$ cat src/rtl/regfile_32x32.sv
// regfile_32x32 -- RV32I integer register file for the single-cycle core.
//
// Two combinational read ports supply the rs1/rs2 operands to the ALU and adder.
// One synchronous write port accepts the writeback result. The storage array has
// no reset, so it can map onto distributed RAM. After reset, an INIT sweep writes
// zero into x1..x31. rdy_o rises when the sweep is complete. x0 always reads 0.
//
// Optional macro: REGFILE_BYPASS_EN
//   When defined, a write in RUN is forwarded to a read port that addresses the
//   same non-zero register in the same cycle.
//   When undefined, a same-cycle read returns the array contents from before the
//   write.
//
// Ports:
//   clk_i       core clock; all state updates happen on the rising edge
//   rst_i       synchronous, active-high reset
//   rs1_addr_i  read port 1 address
//   rs2_addr_i  read port 2 address
//   rs1_data_o  read port 1 data (combinational)
//   rs2_data_o  read port 2 data (combinational)
//   rd_wren_i   writeback write enable
//   rd_addr_i   writeback address
//   rd_data_i   writeback data
//   rdy_o       high once the init sweep has finished

module regfile_32x32 #(
  parameter int unsigned DATA_W = 32,
  parameter int unsigned ADDR_W = 5
) (
  input  logic              clk_i,
  input  logic              rst_i,
  input  logic [ADDR_W-1:0] rs1_addr_i,
  input  logic [ADDR_W-1:0] rs2_addr_i,
  output logic [DATA_W-1:0] rs1_data_o,
  output logic [DATA_W-1:0] rs2_data_o,
  input  logic              rd_wren_i,
  input  logic [ADDR_W-1:0] rd_addr_i,
  input  logic [DATA_W-1:0] rd_data_i,
  output logic              rdy_o
);

  localparam int unsigned DEPTH = 2 ** ADDR_W;

  typedef enum logic {
    ST_INIT = 1'b0,
    ST_RUN  = 1'b1
  } state_t;

  state_t            r_state;
  state_t            w_state_nxt;
  logic [ADDR_W-1:0] r_cnt;
  logic [DATA_W-1:0] r_mem [DEPTH];

  logic              w_we;
  logic [ADDR_W-1:0] w_waddr;
  logic [DATA_W-1:0] w_wdata;
  logic              w_run;

  assign w_run = (r_state == ST_RUN);
  assign rdy_o = w_run;

  // State register
  always_ff @(posedge clk_i) begin
    if (rst_i) begin
      r_state <= ST_INIT;
    end else begin
      r_state <= w_state_nxt;
    end
  end

  // Next-state logic and array write-port steering
  always_comb begin
    w_state_nxt = r_state;
    w_we        = 1'b0;
    w_waddr     = rd_addr_i;
    w_wdata     = rd_data_i;
    if (!rst_i) begin
      unique case (r_state)
        ST_INIT: begin
          // The sweep owns the write port; rd_wren_i is ignored in INIT.
          w_we    = 1'b1;
          w_waddr = r_cnt;
          w_wdata = '0;
          if (r_cnt == '1) begin
            w_state_nxt = ST_RUN;
          end
        end
        ST_RUN: begin
          w_we = rd_wren_i && (rd_addr_i != '0);
        end
        default: w_state_nxt = ST_INIT;
      endcase
    end
  end

  // The sweep starts at 1: x0 is never stored because its reads are forced to 0.
  always_ff @(posedge clk_i) begin
    if (rst_i) begin
      r_cnt <= ADDR_W'(1);
    end else if (r_state == ST_INIT) begin
      r_cnt <= r_cnt + ADDR_W'(1);
    end
  end

  // Storage array without a reset, so it can be implemented as distributed RAM.
  always_ff @(posedge clk_i) begin
    if (w_we) begin
      r_mem[w_waddr] <= w_wdata;
    end
  end

  logic [DATA_W-1:0] w_rs1_arr;
  logic [DATA_W-1:0] w_rs2_arr;

  assign w_rs1_arr = r_mem[rs1_addr_i];
  assign w_rs2_arr = r_mem[rs2_addr_i];

`ifdef REGFILE_BYPASS_EN
  logic w_fwd_rs1;
  logic w_fwd_rs2;

  assign w_fwd_rs1 = rd_wren_i && (rd_addr_i == rs1_addr_i);
  assign w_fwd_rs2 = rd_wren_i && (rd_addr_i == rs2_addr_i);

  always_comb begin
    rs1_data_o = '0;
    rs2_data_o = '0;
    if (w_run && (rs1_addr_i != '0)) begin
      rs1_data_o = w_fwd_rs1 ? rd_data_i : w_rs1_arr;
    end
    if (w_run && (rs2_addr_i != '0)) begin
      rs2_data_o = w_fwd_rs2 ? rd_data_i : w_rs2_arr;
    end
  end
`else
  always_comb begin
    rs1_data_o = '0;
    rs2_data_o = '0;
    if (w_run && (rs1_addr_i != '0)) begin
      rs1_data_o = w_rs1_arr;
    end
    if (w_run && (rs2_addr_i != '0)) begin
      rs2_data_o = w_rs2_arr;
    end
  end
`endif

endmodule
$ cat config.mk
export PLATFORM = sky130hd
export DESIGN_NAME = regfile_32x32
export DESIGN_NICKNAME = d
export VERILOG_FILES = /design/src/rtl/regfile_32x32.sv
export SDC_FILE = /design/constraint.sdc
export NUM_CORES = 1
export LEC_CHECK = 0
export CAP_MARGIN = 25
export CELL_PAD_IN_SITES_DETAIL_PLACEMENT = 2
export CELL_PAD_IN_SITES_GLOBAL_PLACEMENT = 2
export CORE_ASPECT_RATIO = 0.6
export CORE_MARGIN = 2
export CORE_UTILIZATION = 30
export DETAILED_ROUTE_END_ITERATION = 10
export PLACE_DENSITY_LB_ADDON = 0.05
export SYNTH_ARGS = -nofsm -noshare
export SYNTH_HDL_FRONTEND = slang
export SYNTH_SLANG_ARGS = --single-unit
export TNS_END_PERCENT = 20
$ cat constraint.sdc
create_clock -name clk_i -period 6.05 [get_ports clk_i]
set_clock_uncertainty 0.15 [all_clocks]
set_input_delay 0.9075 -clock clk_i [delete_from_list [all_inputs] [get_ports clk_i]]
set_output_delay 0.9075 -clock clk_i [all_outputs]
set_load 0.05 [all_outputs]
==> metrics <==
H-Tree Depth 3; min cycle time layout 5.45 ns; element type at the critical path start primary input; clk sinks 1030; f_max 183 MHz; Skew-Pair Late Insertion Delay 0.73 ns; via/cell ratio 5.87; Yosys cell types 43; most frequent cells in the layout edfxtp_1, mux2i_1, a22oi_1, mux4_2, buf_4; drt total wl 215 mm; IO Port Bufs 114; GRT Residual Overflow 0; PwrDens about 280 nW/µm²; HPWL after detailed placement 136 mm; EDFF count, synth 1024; mapped cell area 48100 µm²; DR vias between 30000 and 40000; Initial Util 0.303; Routed Antenna Nets 0; Final period util 0.901; initial antenna violation count 7; Reg power frac 0.497; layout cell share with drive strength beyond 1 0.236; TritonCTS buffer count roughly 110; Clk pwr share 0.421; setup TNS 0 ns; Post-Synthesis Cells about 2800; most common cell after layout, fill and taps aside edfxtp_1; RSZ-0062 raised after global routing no; Wirelength per Cell 40.9 µm; Remaining DRCs 0; P_int 12.1 mW; clock buffer depth 3; Post-DP Area 53400 µm²; Critical Path Fanout Max 17; Filler cells 15500; Peak VDD IR 0.210 mV; Critical Path RT 4.99 ns; Syn Nets slightly below 3000; GRT Total Usage 0.259; Final Cell Area 56900 µm²; Worst Setup End Kind output pin; slew of the pin with the lowest slew margin 1.06 ns; first-pass GRT wire length 288 mm; I/O pin cnt 115; switching pwr 3.91 mW; Max-slew headroom 0.294; Post-layout nets 3081; post-CTS sizing 0; drt first-iter violations 3549; yosys warns 0; pin count of the biggest net entering global routing 68; CTS tree built; die width about 520 µm; hold buffers post-CTS 0; Avg Cell Area, Syn approximately 17 µm²; routability cong. 0.812; DIE AREA around 160000 µm²; asr flop ratio synth 0; status completed; CP arrival 4.40 ns; final setup violation count 0; max-cap violation count 0; Synth Register Bits 1030; register area share after synthesis 0.642; synthesis-to-layout area growth 18.2%; switch share 0.244; drt pass-1 iters 5; CTS clk-pin slew, worst paths 0.06 ns; Post-CTS Setup Inserts 0; static leakage 19.1 nW; Tightest Hold Check Type reg2reg; crit path kind in2out; core region area 159000 µm²; CTS root buf clkbuf_16; row count 113; Final Hold Viols 0; vias in the first global route ~32000; Die H 314 µm; dominant synthesized flop cell edfxtp_1; Comb power frac 0.082; fin. max-slew vios 0
==> registers in the layout, indices dropped and copies added (netlist names) <==
| register | flops |
|---|---|
| r_cnt | 5 |
| r_mem | 1024 |
| rdy_o | 1 |
==> stage by stage <==
step	power (mW)	instances	util	setup slack, ns	hold slack [ns]
after floorplan	8.82	2839	-	2.25	0.360
after global placement	9.38	5032	0.335	0.674	0.402
after detailed placement	9.43	5045	0.336	0.614	0.421
after CTS	16.2	5246	0.358	0.612	0.430
after global routing	16.5	5249	0.358	0.601	0.472
final	16.0	5250	0.358	0.596	0.422
==> Yosys cell counts, types with 3 or more instances <==
cell,number,area (µm²)
edfxtp_1,1024,30700
mux2i_1,525,5260
a22oi_1,260,1950
mux4_2,252,5680
nand3_1,136,681
clkbuf_1,87,327
buf_2,83,415
nand2_1,73,274
nand4_1,66,413
a22o_1,62,543
a31oi_1,62,388
buf_4,49,368
nor2_1,48,180
nor2b_1,41,257
buf_6,10,113
and2_1,6,37.5
dfxtp_1,6,120
nand2b_1,6,37.5
buf_1,5,18.8
nor2_2,4,25.0
and3_1,3,18.8
and4b_1,3,30.0
==> final timing paths <==
kind,cells past startpoint,end,startpoint,slack [ns]
min,2,r_cnt[4],r_cnt[4],0.42
max,7,rs1_data_o[2],rs1_addr_i[4],0.60
max reg2reg,7,r_mem[22][26],rdy_o,2.21
min reg2reg,2,r_cnt[4],r_cnt[4],0.42
==> worst max-delay path: stages <==
cell and delay, ns:
clkdlybuf4s50_1 0.74, and4bb_2 1.08, buf_4 0.30, a22o_1 0.18
a31oi_1 0.09, nand4_1 0.23, clkdlybuf4s50_1 0.86
==> layout make-up <==
type	instances	area [µm²]	share of cell area
tap	2127	2660	0.0468
clock buffer	135	2850	0.0500
multi-input combinational	1575	16500	0.290
clock inverter	66	593	0.0104
antenna	2	5.00	0.0000880
sequential	1030	30900	0.543
timing repair buffer	315	3380	0.0595
==> logic make-up (layout without fill, tap and decap cells) <==
logic type	count (synthesis)	in the layout	synth area share
flops	1030	1030	0.642
buf+inv	234	516	0.0258
simple gates	400	400	0.0432
xor+xnor	2	2	0.000364
other cells	0	2	0
compound gates	393	393	0.0612
fa+ha+maj	2	2	0.000520
mux	778	778	0.227
==> power by group through the flow <==
stage / Sequential [mW] / Clock, mW / Combinational, mW
global route: 7.96 / 7.12 / 1.38
global placement: 8.11 / 0 / 1.27
floorplan: 8.11 / 0 / 0.715
detailed placement: 8.11 / 0 / 1.32
finish: 7.96 / 6.74 / 1.32
CTS: 7.96 / 6.89 / 1.32
==> metal layers <==
layer,vias up,global-route usage,part of all wire
li1,12300,-,-
met1,17200,0.403,0.49
met2,1163,0.378,0.43
met3,223,0.0430,0.067
met4,0,0.0549,0.021
met5,-,0,0
Power figures use the tool's default switching activity.
